## src/rtl/swt16_pkg.sv

```systemverilog
// Shared defaults and the aux result entry layout for the register-file write arbiter.
package swt16_pkg;

  localparam int DEF_IALU_WORD_WIDTH = 16;
  localparam int DEF_REG_IDX_WIDTH   = 4;
  localparam int DEF_AUX_FIFO_DEPTH  = 2;
  localparam int DEF_STARVE_LIMIT    = 4;

  // One queued aux result: live bit, destination register, data.
  typedef struct packed {
    logic                           live;
    logic [DEF_REG_IDX_WIDTH-1:0]   idx;
    logic [DEF_IALU_WORD_WIDTH-1:0] res;
  } aux_entry_t;

endpackage

```

## src/rtl/regfile_write_arbiter_if.sv

```systemverilog
// Bus bundle for the write arbiter: writeback request, aux handshake and write-port outputs.
interface regfile_write_arbiter_if
  import swt16_pkg::*;
#(
  parameter int IALU_WORD_WIDTH = DEF_IALU_WORD_WIDTH,
  parameter int REG_IDX_WIDTH   = DEF_REG_IDX_WIDTH
);

  logic                            in_wb_act_write_res_to_reg;
  logic [IALU_WORD_WIDTH-1:0]      in_wb_res;
  logic [REG_IDX_WIDTH-1:0]        in_wb_res_reg_idx;
  logic                            in_aux_valid;
  logic [IALU_WORD_WIDTH-1:0]      in_aux_res;
  logic [REG_IDX_WIDTH-1:0]        in_aux_res_reg_idx;
  logic                            out_aux_ready;
  logic                            out_act_write_res_to_reg;
  logic [IALU_WORD_WIDTH-1:0]      out_res;
  logic [REG_IDX_WIDTH-1:0]        out_res_reg_idx;
  logic                            out_stall_pipe;
  logic [(2**REG_IDX_WIDTH)-1:0]   out_pending_reg_mask;

  modport master (
    output in_wb_act_write_res_to_reg, in_wb_res, in_wb_res_reg_idx,
    output in_aux_valid, in_aux_res, in_aux_res_reg_idx,
    input  out_aux_ready, out_act_write_res_to_reg, out_res, out_res_reg_idx,
    input  out_stall_pipe, out_pending_reg_mask
  );

  modport slave (
    input  in_wb_act_write_res_to_reg, in_wb_res, in_wb_res_reg_idx,
    input  in_aux_valid, in_aux_res, in_aux_res_reg_idx,
    output out_aux_ready, out_act_write_res_to_reg, out_res, out_res_reg_idx,
    output out_stall_pipe, out_pending_reg_mask
  );

endinterface

```

## src/rtl/aux_result_fifo.sv

```systemverilog
// In-order aux result queue with per-entry live bits, kill-by-index and a pending-register mask.
module aux_result_fifo
  import swt16_pkg::*;
#(
  parameter int IALU_WORD_WIDTH = DEF_IALU_WORD_WIDTH,
  parameter int REG_IDX_WIDTH   = DEF_REG_IDX_WIDTH,
  parameter int AUX_FIFO_DEPTH  = DEF_AUX_FIFO_DEPTH
) (
  input  logic                          clock,
  input  logic                          reset,
  input  logic                          push_i,
  input  logic [REG_IDX_WIDTH-1:0]      push_idx_i,
  input  logic [IALU_WORD_WIDTH-1:0]    push_res_i,
  input  logic                          pop_i,
  input  logic                          kill_vld_i,
  input  logic [REG_IDX_WIDTH-1:0]      kill_idx_i,
  output logic                          ready_o,
  output logic                          head_vld_o,
  output logic                          head_live_o,
  output logic [IALU_WORD_WIDTH-1:0]    head_res_o,
  output logic [REG_IDX_WIDTH-1:0]      head_idx_o,
  output logic [(2**REG_IDX_WIDTH)-1:0] mask_o
);

  localparam int PW = $clog2(AUX_FIFO_DEPTH);
  localparam int CW = PW + 1;
  localparam logic [CW-1:0] DEPTH_C = CW'(AUX_FIFO_DEPTH);

  logic [IALU_WORD_WIDTH-1:0] res_q [AUX_FIFO_DEPTH];
  logic [REG_IDX_WIDTH-1:0]   idx_q [AUX_FIFO_DEPTH];
  logic [AUX_FIFO_DEPTH-1:0]  live_q, live_d;
  logic [PW-1:0]              rd_q, wr_q;
  logic [CW-1:0]              cnt_q, cnt_d;

  assign ready_o     = (cnt_q < DEPTH_C);
  assign head_vld_o  = (cnt_q != '0);
  assign head_live_o = live_q[rd_q];
  assign head_res_o  = res_q[rd_q];
  assign head_idx_o  = idx_q[rd_q];
  assign cnt_d       = cnt_q + CW'(push_i) - CW'(pop_i);

  // Next live bits: kill older matches, retire the popped slot, mark the new entry live.
  always_comb begin
    live_d = live_q;
    for (int i = 0; i < AUX_FIFO_DEPTH; i++) begin
      if (kill_vld_i && (idx_q[i] == kill_idx_i)) live_d[i] = 1'b0;
      if (push_i && (idx_q[i] == push_idx_i))     live_d[i] = 1'b0;
    end
    if (pop_i)  live_d[rd_q] = 1'b0;
    if (push_i) live_d[wr_q] = 1'b1;
  end

  // Registers still holding a live queued write.
  always_comb begin
    mask_o = '0;
    for (int i = 0; i < AUX_FIFO_DEPTH; i++) begin
      if (live_q[i]) mask_o[idx_q[i]] = 1'b1;
    end
  end

  // Pointer, occupancy and live-bit state; reset discards everything queued.
  always_ff @(posedge clock) begin
    if (reset) begin
      rd_q   <= '0;
      wr_q   <= '0;
      cnt_q  <= '0;
      live_q <= '0;
    end else begin
      live_q <= live_d;
      cnt_q  <= cnt_d;
      if (pop_i)  rd_q <= rd_q + 1'b1;
      if (push_i) wr_q <= wr_q + 1'b1;
    end
  end

  // Entry payload storage, written on accepted push only.
  always_ff @(posedge clock) begin
    if (push_i) begin
      res_q[wr_q] <= push_res_i;
      idx_q[wr_q] <= push_idx_i;
    end
  end

endmodule

```

## src/rtl/regfile_write_arbiter.sv

```systemverilog
// Single register-file write port shared between writeback (priority) and a queued aux source.
module regfile_write_arbiter
  import swt16_pkg::*;
#(
  parameter int IALU_WORD_WIDTH = DEF_IALU_WORD_WIDTH,
  parameter int REG_IDX_WIDTH   = DEF_REG_IDX_WIDTH,
  parameter int AUX_FIFO_DEPTH  = DEF_AUX_FIFO_DEPTH,
  parameter int STARVE_LIMIT    = DEF_STARVE_LIMIT
) (
  input logic              clock,
  input logic              reset,
  regfile_write_arbiter_if.slave bus
);

  localparam int SW = $clog2(STARVE_LIMIT + 1);
  localparam logic [SW-1:0] LIMIT_C = SW'(STARVE_LIMIT);

  logic                          fifo_ready, head_vld, head_live, push, pop, head_grant;
  logic [IALU_WORD_WIDTH-1:0]    head_res, wr_res;
  logic [REG_IDX_WIDTH-1:0]      head_idx, wr_idx;
  logic [(2**REG_IDX_WIDTH)-1:0] fifo_mask;
  logic                          wr_en;
  logic [SW-1:0]                 starve_q, starve_d;

  assign push = bus.in_aux_valid && fifo_ready && !reset;

  aux_result_fifo #(
    .IALU_WORD_WIDTH(IALU_WORD_WIDTH),
    .REG_IDX_WIDTH  (REG_IDX_WIDTH),
    .AUX_FIFO_DEPTH (AUX_FIFO_DEPTH)
  ) u_fifo (
    .clock      (clock),
    .reset      (reset),
    .push_i     (push),
    .push_idx_i (bus.in_aux_res_reg_idx),
    .push_res_i (bus.in_aux_res),
    .pop_i      (pop),
    .kill_vld_i (bus.in_wb_act_write_res_to_reg),
    .kill_idx_i (bus.in_wb_res_reg_idx),
    .ready_o    (fifo_ready),
    .head_vld_o (head_vld),
    .head_live_o(head_live),
    .head_res_o (head_res),
    .head_idx_o (head_idx),
    .mask_o     (fifo_mask)
  );

  // Grant: writeback wins; otherwise a live head writes; a dead head is dropped silently.
  always_comb begin
    wr_en      = 1'b0;
    wr_res     = '0;
    wr_idx     = '0;
    pop        = 1'b0;
    head_grant = 1'b0;
    if (bus.in_wb_act_write_res_to_reg) begin
      wr_en  = 1'b1;
      wr_res = bus.in_wb_res;
      wr_idx = bus.in_wb_res_reg_idx;
      pop    = head_vld && !head_live;
    end else if (head_vld && head_live) begin
      wr_en      = 1'b1;
      wr_res     = head_res;
      wr_idx     = head_idx;
      pop        = 1'b1;
      head_grant = 1'b1;
    end else if (head_vld) begin
      pop = 1'b1;
    end
  end

  // Starvation count: waits of a live head, cleared on grant or empty queue, saturating.
  always_comb begin
    starve_d = starve_q;
    if (!head_vld || head_grant)                 starve_d = '0;
    else if (head_live && (starve_q != LIMIT_C)) starve_d = starve_q + 1'b1;
  end

  // Starvation counter register; stall is decoded straight from it.
  always_ff @(posedge clock) begin
    if (reset) starve_q <= '0;
    else       starve_q <= starve_d;
  end

  assign bus.out_aux_ready            = fifo_ready && !reset;
  assign bus.out_act_write_res_to_reg = wr_en && !reset;
  assign bus.out_res                  = reset ? '0 : wr_res;
  assign bus.out_res_reg_idx          = reset ? '0 : wr_idx;
  assign bus.out_stall_pipe           = (starve_q == LIMIT_C) && !reset;
  assign bus.out_pending_reg_mask     = reset ? '0 : fifo_mask;

endmodule
```

## src/flat_wrapper.sv

```systemverilog
// flat-port wrapper written by rule: the top's interface ports become plain ports
module regfile_write_arbiter_flat import swt16_pkg::*;
#(
  parameter int IALU_WORD_WIDTH = DEF_IALU_WORD_WIDTH,
  parameter int REG_IDX_WIDTH   = DEF_REG_IDX_WIDTH,
  parameter int AUX_FIFO_DEPTH  = DEF_AUX_FIFO_DEPTH,
  parameter int STARVE_LIMIT    = DEF_STARVE_LIMIT
)
  (clock, reset, bus_in_wb_act_write_res_to_reg, bus_in_wb_res, bus_in_wb_res_reg_idx, bus_in_aux_valid, bus_in_aux_res, bus_in_aux_res_reg_idx, bus_out_aux_ready, bus_out_act_write_res_to_reg, bus_out_res, bus_out_res_reg_idx, bus_out_stall_pipe, bus_out_pending_reg_mask);
  regfile_write_arbiter_if #(.IALU_WORD_WIDTH(IALU_WORD_WIDTH), .REG_IDX_WIDTH(REG_IDX_WIDTH)) bus_i ();
  input logic clock;
  input logic reset;
  input wire logic [$bits(bus_i.in_wb_act_write_res_to_reg)-1:0] bus_in_wb_act_write_res_to_reg;
  input wire logic [$bits(bus_i.in_wb_res)-1:0] bus_in_wb_res;
  input wire logic [$bits(bus_i.in_wb_res_reg_idx)-1:0] bus_in_wb_res_reg_idx;
  input wire logic [$bits(bus_i.in_aux_valid)-1:0] bus_in_aux_valid;
  input wire logic [$bits(bus_i.in_aux_res)-1:0] bus_in_aux_res;
  input wire logic [$bits(bus_i.in_aux_res_reg_idx)-1:0] bus_in_aux_res_reg_idx;
  output wire logic [$bits(bus_i.out_aux_ready)-1:0] bus_out_aux_ready;
  output wire logic [$bits(bus_i.out_act_write_res_to_reg)-1:0] bus_out_act_write_res_to_reg;
  output wire logic [$bits(bus_i.out_res)-1:0] bus_out_res;
  output wire logic [$bits(bus_i.out_res_reg_idx)-1:0] bus_out_res_reg_idx;
  output wire logic [$bits(bus_i.out_stall_pipe)-1:0] bus_out_stall_pipe;
  output wire logic [$bits(bus_i.out_pending_reg_mask)-1:0] bus_out_pending_reg_mask;
  assign bus_i.in_wb_act_write_res_to_reg = bus_in_wb_act_write_res_to_reg;
  assign bus_i.in_wb_res = bus_in_wb_res;
  assign bus_i.in_wb_res_reg_idx = bus_in_wb_res_reg_idx;
  assign bus_i.in_aux_valid = bus_in_aux_valid;
  assign bus_i.in_aux_res = bus_in_aux_res;
  assign bus_i.in_aux_res_reg_idx = bus_in_aux_res_reg_idx;
  assign bus_out_aux_ready = bus_i.out_aux_ready;
  assign bus_out_act_write_res_to_reg = bus_i.out_act_write_res_to_reg;
  assign bus_out_res = bus_i.out_res;
  assign bus_out_res_reg_idx = bus_i.out_res_reg_idx;
  assign bus_out_stall_pipe = bus_i.out_stall_pipe;
  assign bus_out_pending_reg_mask = bus_i.out_pending_reg_mask;
  regfile_write_arbiter #(.IALU_WORD_WIDTH(IALU_WORD_WIDTH), .REG_IDX_WIDTH(REG_IDX_WIDTH), .AUX_FIFO_DEPTH(AUX_FIFO_DEPTH), .STARVE_LIMIT(STARVE_LIMIT)) u_core (.clock(clock), .reset(reset), .bus(bus_i));
endmodule
```

## config.mk

```make
export PLATFORM = sky130hd
export DESIGN_NAME = regfile_write_arbiter_flat
export DESIGN_NICKNAME = d
export VERILOG_FILES = /design/src/rtl/swt16_pkg.sv /design/src/rtl/regfile_write_arbiter_if.sv /design/src/rtl/aux_result_fifo.sv /design/src/rtl/regfile_write_arbiter.sv /design/src/flat_wrapper.sv
export SDC_FILE = /design/constraint.sdc
export NUM_CORES = 1
export LEC_CHECK = 0
export BUFFER_PORTS_ARGS = -buffer_cell sky130_fd_sc_hd__buf_2
export CORE_MARGIN = 2
export CORE_UTILIZATION = 30
export CTS_CLUSTER_SIZE = 12
export DETAILED_ROUTE_END_ITERATION = 7
export SYNTH_ARGS = -nofsm -noshare
export SYNTH_HDL_FRONTEND = slang
export SYNTH_SLANG_ARGS = --single-unit
```

## constraint.sdc

```tcl
create_clock -name clock -period 2.7 [get_ports clock]
set_clock_uncertainty 0.1 [all_clocks]
set_input_delay 0 -clock clock [delete_from_list [all_inputs] [get_ports clock]]
set_output_delay 0 -clock clock [all_outputs]
set_load 0.01 [all_outputs]
```

---- Yosys cells after proc, flatten, opt, wreduce, memory -nomap -nowiden ----
Memory sizes are Yosys's and may differ from the RTL's. A register that Yosys moved wholly into a read port is not among the register bits.
Index checks and enable logic that the tools add are counted.
W data, S select, Z words.
storage, ports and cells
  register bits ........................... 9
  memory bits (writable) .................. 40
  bits of input ports ..................... 44
  memories ................................ 2
memories
  memory               depth  width  read ports  clocked after Yosys merged registers in  write ports  RTL line               source
  u_core.u_fifo.res_q  2      16     1           1                                        1            aux_result_fifo.sv:29  logic [IALU_WORD_WIDTH-1:0] res_q [AUX_FIFO_DEPTH];
  u_core.u_fifo.idx_q  2      4      3           1                                        1            aux_result_fifo.sv:30  logic [REG_IDX_WIDTH-1:0] idx_q [AUX_FIFO_DEPTH];
cells by class
  add/sub/neg operators ................... 5
  $lt $le $gt $ge ......................... 9
  equality and inequality tests ........... 6
  multiplexer cells ....................... 37
  bitwise operators ....................... 4
  reductions and logical operators ........ 22
operator list
  cell                   count
  $mux W16               6
  $mux W1                22
  $eq A4 B4 Y1           4
  $logic_and A1 B1 Y1    16
  $or A16 B16 Y16        1
  $mux W4                3
  $lt A4 B5 Y1 const B   2
  $demux W1 S4           2
  $ge A4 B1 Y1 const B   2
  $lt A1 B2 Y1 const B   2
  $mux W2                2
  $add A3 B1 Y3 const B  1
  $eq A3 B3 Y1 const B   1
  $logic_not A1 Y1       3
  $ne A3 B3 Y1 const B   1
  $add A1 B1 Y1 const B  2
  $add A2 B1 Y2          1
  $and A2 B2 Y2          1
  $demux W1 S1           2
  $ge A1 B1 Y1 const B   2
  $lt A2 B2 Y1 const B   1
  $not A2 Y2             1
  $or A2 B2 Y2           1
  $reduce_bool A2 Y1     1
  other kinds (3)        3

---- Longest topological paths before layout ----
Gate-level depths: netlist (run 1).
  word-level depth ........................ 9
  depth in mapped cells ................... 7
  mapped depth without buffers ............ 7

---- Cells and area by module ----
From an unflattened synthesis (run 1), not the netlist that was laid out.
unflattened totals
  cells, all modules ...................... 256
  area total of the unflattened synthesis .. 2,925.3 µm²
by module, submodules not included
  module                 instances  cells an instance  area an instance (µm²)  seq. area each (µm²)
  aux_result_fifo        1          167                2,189.6                 1,341.3
  regfile_write_arbiter  1          89                 735.7                   60.1

---- Least setup slack after synthesis (run 1) ----
No wires, ideal clock.
  kind .................................... register to register
  from .................................... register u_core.u_fifo.cnt_q[1]
  to ...................................... memory u_core.u_fifo.idx_q[0][0] in the netlist's numbering (enable)
  setup time .............................. 0.397 ns
  arrival time ............................ 1.648 ns
  required time ........................... 2.203 ns
  path slack .............................. 0.555 ns
  stages on the path, launching flop included .. 4
  buffers on the path ..................... 0
  period minus slack after synthesis ...... 2.145 ns
  cells stage by stage .................... dfxtp_1 nor2_1 nand2_1 nor2_1
on the way
  longest elaborated chain between the ends .. 5
ends and longest elaborated chain
  what                               RTL line                     source
  start, declared                    aux_result_fifo.sv:33        logic [CW-1:0] cnt_q, cnt_d;
  start signal, assigned             aux_result_fifo.sv:70        cnt_q <= cnt_d;
  $lt A2 B2 Y1                       aux_result_fifo.sv:35        assign ready_o = (cnt_q < DEPTH_C);
  $logic_and A1 B1 Y1 (2 in series)  regfile_write_arbiter.sv:25  assign push = bus.in_aux_valid && fifo_ready && !reset;
  $mux W1                            aux_result_fifo.sv:78        if (push_i) begin
  $mux W1 (not written as such)      aux_result_fifo.sv:80        idx_q[wr_q] <= push_idx_i;
  end, declared                      aux_result_fifo.sv:30
Every way passes these cells.

---- Final worst setup path (run 1) ----
  from .................................... register u_core.u_fifo.rd_q
  to ...................................... output port bus_out_res_reg_idx[1]
on the way
  longest elaborated chain between the ends .. 6
ends and longest elaborated chain
  what                                         RTL line                     source
  start, declared                              aux_result_fifo.sv:32        logic [PW-1:0] rd_q, wr_q;
  start signal, assigned                       aux_result_fifo.sv:71        if (pop_i) rd_q <= rd_q + 1'b1;
  $mux W1 (not written as such) (2 in series)  aux_result_fifo.sv:37        assign head_live_o = live_q[rd_q];
  $logic_and A1 B1 Y1                          regfile_write_arbiter.sv:60  end else if (head_vld && head_live) begin
  $mux W4                                      regfile_write_arbiter.sv:60
  $mux W4                                      regfile_write_arbiter.sv:55  if (bus.in_wb_act_write_res_to_reg) begin
  $mux W4                                      regfile_write_arbiter.sv:87  assign bus.out_res_reg_idx = reset ? '0 : wr_idx;
  end, declared                                flat_wrapper.sv:22           output wire logic [$bits(bus_i.out_res_reg_idx)-1:0] bus_out_res_reg_idx;
Every way passes these cells. The select of a mux whose other input is x is not followed.

==> load_flow_metrics.sql, run 1 <==
INSERT INTO impl_metrics (metric_group, metric, value, unit) VALUES
('worst_setup_path', 'critical_path.max_stage_delay', '0.82', 'ns'),
('timing', 'timing.setup.tns', '0', 'ns'),
('logic_synthesis', 'yosys.cell_types.count', '33', ''),
('finish', 'layout-area-overhead-vs-synth', '28.4', '%'),
('floorplan', 'core_region_area', '0.00881', 'sq mm'),
('finish', 'final_net_count', '393', ''),
('worst_setup_path', 'critical_path.startpoint_type', 'flop', ''),
('finish', 'nFillCells', '857', ''),
('timing', 'max_slew_margin', '0.338', ''),
('logic_synthesis', 'synth_top_cells_by_area', 'edfxtp_1, mux2_2, dfxtp_1, nor2_1, a22oi_1', ''),
('worst_setup_path', 'timing.critical_path.cells', 'mux2i_1 > nor3_4 > a22oi_1 > nor2_1 > buf_2', ''),
('floorplan', 'floorplan.io_pins', '83', ''),
('logic_synthesis', 'synth_cells', '251', ''),
('run', 'max_cap_viol_count', '0', ''),
('cts', 'cts-htree-levels', '2', ''),
('cts', 'clock_tree.root_cell', 'clkbuf_8', ''),
('timing', 'rsz0062_at_grt', 'false', ''),
('timing', 'period_minus_slack', '2.31', 'ns'),
('timing', 'final_max_tran_viols', '0', ''),
('worst_setup_path', 'path_class', 'flop to output pin', ''),
('finish', 'diodes', '0', ''),
('global_route', 'grt_first_pass_wirelength', '10500', 'um'),
('finish', 'post_layout_inst_area', '0.00354', 'sq mm'),
('pwr', 'power_report.internal_total', '1.45', 'mW'),
('detailed_routing', 'totalWireLength', '6740', 'um'),
('worst_setup_path', 'cp.buffers_inverters', '1', ''),
('cts', 'cts_tree', 'built', ''),
('timing', 'min_period_over_period', '0.856', ''),
('floorplan', 'floorplan.initialDensity', '0.313', ''),
('logic_synthesis', 'synth_area', '0.00276', 'sq mm'),
('detailed_routing', 'post-route-drc-count', '0', ''),
('placement', 'placed_area', '0.00322', 'sq mm'),
('worst_hold_path', 'min_path_type', 'primary input to flop', ''),
('logic_synthesis', 'mappedNetlistNets', '299', ''),
('detailed_routing', 'routed-via-count', '2241', ''),
('pwr', 'irDropWorstVdd', '0.000304', 'V'),
('cts', 'clkSinkCount', '50', ''),
('floorplan', 'design.die.area', '0.00997', 'sq mm'),
('global_route', 'via_count_of_the_first_global_routing_pass', '2081', ''),
('pwr', 'power.switching', '610', 'uW'),
('floorplan', 'fp-row-count', '34', ''),
('cts', 'tritoncts.num_buffers', '5', ''),
('detailed_routing', 'ant_nets', '0', ''),
('timing', 'setup-violations-final', '0', ''),
('finish', 'drive_above_1_share', '0.350', ''),
('placement', 'port_buffers', '82', ''),
('status', 'run_status', 'finished, final reports clean', ''),
('logic_synthesis', 'synth_top_area_frac', '0.436', ''),
('cts', 'clkTransAtPathRegs', '0.09', 'ns'),
('worst_setup_path', 'critical_path.endpoint_type', 'output pin', ''),
('worst_setup_path', 'setup.reg_to_reg.worst_slack', '0.80', 'ns'),
('timing', 'clock.fmax', '0.433', 'GHz'),
('pwr', 'report.power.total', '2.06', 'mW'),
('worst_setup_path', 'critPathMaxFanout', '23', ''),
('timing', 'postLayoutSetupSlackWorst', '0.389', 'ns'),
('pwr', 'p_seq_frac', '0.468', ''),
('worst_setup_path', 'critical_path_s_slowest_cell', 'nor3_4', ''),
('logic_synthesis', 'synth_top_cell_by_area', 'edfxtp_1', ''),
('logic_synthesis', 'synth_sequential_area_ratio', '0.509', ''),
('timing', 'hold-worst-slack', '0.0188', 'ns'),
('cts', 'worstSkewPairLatency', '0.30', 'ns'),
('logic_synthesis', 'yosys_warnings', '0', ''),
('pwr', 'p_per_area', '583', 'mW/mm^2'),
('logic_synthesis', 'synth_seq_cells', '50', ''),
('placement', 'dp_hpwl', '4710', 'um'),
('global_route', 'antenna_found_initial', '0', ''),
('floorplan', 'die_height', '99.8', 'um'),
('detailed_routing', 'drt_first_iter_violations', '150', ''),
('detailed_routing', 'drt_pre_antenna_iters', '4', ''),
('floorplan', 'die_width', '99.8', 'um'),
('cts', 'post_cts_resized', '0', '');
## cells in the final DEF, fill, tap and decap left out, types with 6 or more instances in the layout
cell type	count
a22oi_1	25
a32oi_1	8
buf_2	82
dfxtp_1	10
dlygate4sd3_1	21
edfxtp_1	40
inv_1	6
mux2_2	21
nand2_1	7
nand3_1	6
nor2_1	51
xnor2_1	9
xor2_1	13
## synthesized netlist by cell type, drive strengths merged
cell	n
dfxtp	10
and2	1
o311ai	1
nand3	6
a21oi	3
mux2	21
a41o	1
nor3	2
inv	6
and3	3
nor2	53
nor2b	5
a32oi	8
mux2i	2
nand4	1
nor4	5
o32ai	1
xnor2	9
buf	10
nand2	7
nor3b	2
xor2	13
clkbuf	10
edfxtp	40
a22oi	27
ha	4
## flip-flops by register name, indices dropped and copies added, names as in the netlist, named ones only
register              count
u_core.u_fifo.wr_q        1
u_core.u_fifo.live_q      2
u_core.u_fifo.rd_q        1
u_core.u_fifo.idx_q       8
u_core.starve_q           3
u_core.u_fifo.cnt_q       2
u_core.u_fifo.res_q      32
## power by group through the flow
stage	clock network, mW	logic (mW)	registers, mW
finish	0.522	0.576	0.965
global route	0.569	0.634	0.973
CTS	0.535	0.586	0.965
detailed placement	0	0.558	0.982
global placement	0	0.550	0.978
floorplan	0	0.427	0.955
## routing by layer
layer / wire length [um] / track usage / vias up / part of all wire
met4: 73 / 0.0316 / 0 / 0.011
li1: - / - / 1100 / -
met1: 3090 / 0.180 / 1059 / 0.46
met5: 0 / 0 / - / 0
met2: 3210 / 0.225 / 76 / 0.48
met3: 365 / 0.0223 / 6 / 0.054
## final timing paths
kind,start,to,cells past startpoint
max,u_core.u_fifo.rd_q$_SDFFE_PP0N_,bus_out_res_reg_idx[1],5
max reg2reg,u_core.u_fifo.rd_q$_SDFFE_PP0N_,u_core.u_fifo.cnt_q[0]$_SDFF_PP0_,6
min,reset,u_core.u_fifo.live_q[1]$_SDFF_PP0_,4
min reg2reg,u_core.u_fifo.wr_q$_SDFFE_PP0P_,u_core.u_fifo.live_q[0]$_SDFF_PP0_,1
## logic make-up (layout without fill, tap and decap cells)
logic type	after synthesis	count (layout)	share of synthesized area
xor+xnor	22	22	0.0699
buf+inv	26	121	0.0500
simple gates	85	85	0.141
mux	23	23	0.0931
flops	50	50	0.509
fa+ha+maj	4	4	0.0182
compound gates	41	41	0.119
## tightest hold or removal path, cell delays in order
cell     delay [ns]
buf_2          0.09
nor2_1         0.07
nand3_1        0.08
a41o_1         0.16
## area by class of cell
| type | count | area, sq um | share of cell area |
|---|---|---|---|
| Clock buffer | 5 | 68.8 | 0.0195 |
| Timing Repair Buffer | 107 | 651 | 0.184 |
| Tap cell | 108 | 135 | 0.0382 |
| Multi-Input combinational cell | 175 | 1220 | 0.345 |
| Inverter | 6 | 22.5 | 0.00637 |
| Clock inverter | 3 | 40.0 | 0.0113 |
| Sequential cell | 50 | 1400 | 0.396 |
## through the flow
| stage | std cells | util |
|---|---|---|
| floorplan | 251 | - |
| global placement | 425 | 0.365 |
| detailed placement | 425 | 0.365 |
| CTS | 454 | 0.402 |
| global route | 454 | 0.402 |
| finish | 454 | 0.402 |
## what timing repair did
item                      4_1_cts  5_1_grt
buffers inserted                0        0
hold endpoints to repair       41        0
hold buffers                   21        0
(Power assumes the default switching activity.)
==> run 2, diff against run 1 <==
CAP_MARGIN = 10   (was not set)
SYNTH_HIERARCHICAL = 1   (was not set)
==> load_flow_metrics.sql, run 2 <==
INSERT INTO impl_metrics (metric_group, metric, value, unit) VALUES
('worst_hold_path', 'timing.hold.worst.start', 'bus_in_wb_res_reg_idx[2]', ''),
('global_route', 'antenna_found_initial', '0', ''),
('worst_setup_path', 'critical_path_s_slowest_cell', 'mux2_2', ''),
('worst_setup_path', 'setup.reg_to_reg.worst_slack', '0.56', 'ns'),
('run', 'max_cap_viol_count', '0', ''),
('cts', 'clkSinkCount', '50', ''),
('placement', 'gp_congestion', '0.769', ''),
('logic_synthesis', 'synth_area', '0.00293', 'sq mm'),
('timing', 'period_minus_slack', '2.14', 'ns'),
('pwr', 'p_per_area', '550', 'mW/mm^2'),
('finish', 'largest-register', 'u_core/u_fifo/res_q', ''),
('worst_setup_path', 'worstReg2RegStart', 'u_core/u_fifo/rd_q$_SDFFE_PP0P_', ''),
('pwr', 'irDropWorstVdd', '0.000308', 'V'),
('finish', 'mostFrequentLayoutCell', 'buf_2', ''),
('status', 'run_status', 'finished, final reports clean', ''),
('logic_synthesis', 'postSynth.topFlopCell', 'edfxtp_1', ''),
('global_route', 'busiest_layer', 'met2', ''),
('detailed_routing', 'vias_per_cell', '4.57', ''),
('global_route', 'grtUsageMet3', '0.0244', ''),
('placement', 'place_ws', '0.578', 'ns'),
('detailed_routing', 'drt_first_iter_violations', '79', ''),
('placement', 'place.detailed.instances', '461', ''),
('timing', 'hold_viol_final', '0', ''),
('timing', 'setup-violations-final', '0', ''),
('pwr', 'report.power.total', '2.07', 'mW'),
('cts', 'tritoncts.num_buffers', '5', ''),
('floorplan', 'floorplan.initialDensity', '0.303', ''),
('detailed_routing', 'totalWireLength', '6710', 'um'),
('logic_synthesis', 'mappedNetlistNets', '304', ''),
('global_route', 'global_route.overflow_total', '0', ''),
('finish', 'final_net_count', '403', ''),
('timing', 'rsz0062_at_grt', 'false', ''),
('detailed_routing', 'ant_nets', '0', ''),
('logic_synthesis', 'synth_top_area_frac', '0.411', ''),
('finish', 'largest_register_ff_count', '32', ''),
('global_route', 'via_count_of_the_first_global_routing_pass', '2185', ''),
('logic_synthesis', 'synth_top_cell_by_area', 'edfxtp_1', ''),
('cts', 'worstSkewPairLatency', '0.29', 'ns'),
('global_route', 'grtUsageMet2', '0.233', ''),
('worst_setup_path', 'timing.critical_path.required', '2.76', 'ns'),
('detailed_routing', 'post-route-drc-count', '0', ''),
('logic_synthesis', 'yosys_warnings', '6', ''),
('finish', 'layout.core_utilization', '0.391', ''),
('worst_setup_path', 'crit_top_cell', 'ha_1', ''),
('worst_setup_path', 'worst_setup_path_startpoint', 'u_core/u_fifo/rd_q$_SDFFE_PP0P_', ''),
('worst_setup_path', 'r2r_end', 'u_core/u_fifo/cnt_q[1]$_SDFF_PP0_', ''),
('logic_synthesis', 'synth_cell_count_leaders', 'edfxtp_1, a22oi_2, mux2_2, nor2_2, nor2b_1', ''),
('finish', 'commonest_non_fill_non_tap_cells_in_the_layout', 'buf_2, edfxtp_1', ''),
('global_route', 'grt_start_max_net_pins', '47', ''),
('worst_setup_path', 'cp.depth', '8', ''),
('timing', 'timing.setup.tns', '0', 'ns'),
('worst_setup_path', 'critical_path_arrival', '2.20', 'ns'),
('detailed_routing', 'drt_pre_antenna_iters', '4', ''),
('global_route', 'gr-usage-met1', '0.164', ''),
('detailed_routing', 'routedWlPerCell', '13.7', 'um'),
('timing', 'postLayoutSetupSlackWorst', '0.559', 'ns'),
('finish', 'post_layout_inst_area', '0.00377', 'sq mm'),
('cts', 'cts.path.max_buffers', '2', ''),
('logic_synthesis', 'synth_seq_cells', '50', ''),
('detailed_routing', 'routed-via-count', '2234', ''),
('logic_synthesis', 'synth-edff-count', '40', ''),
('logic_synthesis', 'post-synth-top-count-cell', 'edfxtp_1', ''),
('cts', 'cts_tree', 'built', ''),
('floorplan', 'die_height', '103', 'um'),
('logic_synthesis', 'async_flop_share', '0', ''),
('cts', 'post_cts_resized', '0', ''),
('worst_setup_path', 'timing.reg2reg.worst_path_depth', '8', ''),
('floorplan', 'core_region_area', '0.00964', 'sq mm'),
('timing', 'worstMarginPinSlew', '0.593', 'ns'),
('logic_synthesis', 'synth_top_cells_by_area', 'edfxtp_1, a22oi_2, mux2_2, dfxtp_1, xor2_1', ''),
('global_route', 'overall_routing_resource_usage', '0.129', ''),
('finish', 'top_regs', 'u_core/u_fifo/res_q (32), u_core/u_fifo/idx_q (8), u_core/starve_q (3)', ''),
('cts', 'clock_tree.root_cell', 'clkbuf_8', ''),
('timing', 'hold-worst-slack', '0.0204', 'ns'),
('worst_setup_path', 'cp.buffers_inverters', '1', ''),
('worst_setup_path', 'critPathMaxFanout', '7', ''),
('floorplan', 'floorplan.io_pins', '83', ''),
('finish', 'finalNonFillerCells', '489', ''),
('timing', 'clock.fmax', '0.467', 'GHz'),
('timing', 'final_max_tran_viols', '0', ''),
('worst_hold_path', 'min_path_type', 'primary input to flop', ''),
('worst_setup_path', 'critical_path.startpoint_type', 'flop', ''),
('finish', 'diodes', '0', ''),
('logic_synthesis', 'synth_cells', '256', ''),
('timing', 'max_slew_margin', '0.605', ''),
('logic_synthesis', 'yosys.cell_types.count', '39', ''),
('placement', 'dp_hpwl', '4850', 'um'),
('cts', 'cts-htree-levels', '2', ''),
('cts', 'clkTransAtPathRegs', '0.09', 'ns'),
('worst_setup_path', 'critical_path.endpoint_type', 'flop', ''),
('floorplan', 'die_width', '103', 'um'),
('timing', 'min_period_over_period', '0.793', ''),
('global_route', 'grt_first_pass_wirelength', '10700', 'um'),
('logic_synthesis', 'postSynthAreaPerCell', '11.4', 'sq um'),
('worst_setup_path', 'timing.critical_path.cells', 'mux2_2 > a21boi_1 > ha_1 > inv_1 > ha_1 > xor2_1 > xnor2_1 > nor2_1', ''),
('worst_setup_path', 'endpoint', 'u_core/u_fifo/cnt_q[1]$_SDFF_PP0_', ''),
('pwr', 'leakage', '1.45', 'nW'),
('logic_synthesis', 'synth_sequential_area_ratio', '0.479', ''),
('placement', 'port_buffers', '82', ''),
('worst_setup_path', 'path_class', 'flop to flop', ''),
('worst_setup_path', 'critical_path.max_stage_delay', '0.40', 'ns'),
('finish', 'layout-area-overhead-vs-synth', '28.7', '%'),
('floorplan', 'fp-row-count', '36', ''),
('worst_setup_path', 'critPathTopFamily', 'adder cells', ''),
('finish', 'drive_above_1_share', '0.452', ''),
('placement', 'placed_area', '0.00346', 'sq mm'),
('floorplan', 'design.die.area', '0.0106', 'sq mm');
run 2: cell families after synthesis:
family | count (synthesis) | share of synthesized area
AND/OR/NAND/NOR | 88 | 0.169
AO/OA/AOI/OAI | 49 | 0.151
buffers and inverters | 24 | 0.0436
multiplexers | 21 | 0.0804
flip-flops | 50 | 0.479
adder cells (fa/ha/maj) | 4 | 0.0171
XOR/XNOR | 20 | 0.0599
run 2: power breakdown:
| part | switching [mW] | total, mW | internal [mW] |
|---|---|---|---|
| Sequential | 0.0586 | 0.965 | 0.907 |
| Clock | 0.235 | 0.512 | 0.276 |
| Combinational | 0.301 | 0.595 | 0.294 |
| Total | 0.595 | 2.07 | 1.48 |
run 2: cell type report:
class | count | area, sq um
fillers | 989 | 5870
inverters | 7 | 26.3
clock buffers | 6 | 72.6
flip-flops and latches | 50 | 1400
well taps | 133 | 166
multi-input cells | 182 | 1400
repair buffers | 109 | 663
clock inverters | 2 | 37.5
run 2: per-layer routing:
| metal | part of all wire | up-vias |
|---|---|---|
| met5 | 0 | - |
| met4 | 0.0066 | 0 |
| met3 | 0.049 | 5 |
| met2 | 0.50 | 56 |
| met1 | 0.44 | 1058 |
| li1 | - | 1115 |
run 2: repair_timing:
action / in CTS / in global routing
hold buffers: 20 / 0
buffers inserted: 0 / 0
endpoints found under the hold margin: 40 / 0
run 2: worst min path at each step:
stage / to / cells past startpoint / slack, ns
final: u_core/u_fifo/live_q[0]$_SDFF_PP0_ / 4 / 0.02
after global routing: u_core/u_fifo/live_q[1]$_SDFF_PP0_ / 4 / 0.04
after CTS: u_core/u_fifo/live_q[0]$_SDFF_PP0_ / 4 / 0.009
after detailed placement: u_core/u_fifo/res_q[1][7]$_DFFE_PP_ / 1 / 0.1
after global placement: u_core/u_fifo/res_q[0][11]$_DFFE_PP_ / 1 / 0.09
after floorplan: bus_out_aux_ready / 1 / -0.05
run 2: worst min-delay path: stages:
cell and delay, ns:
buf_2 0.14, xor2_1 0.07, nor2_1 0.08, a31oi_1 0.08
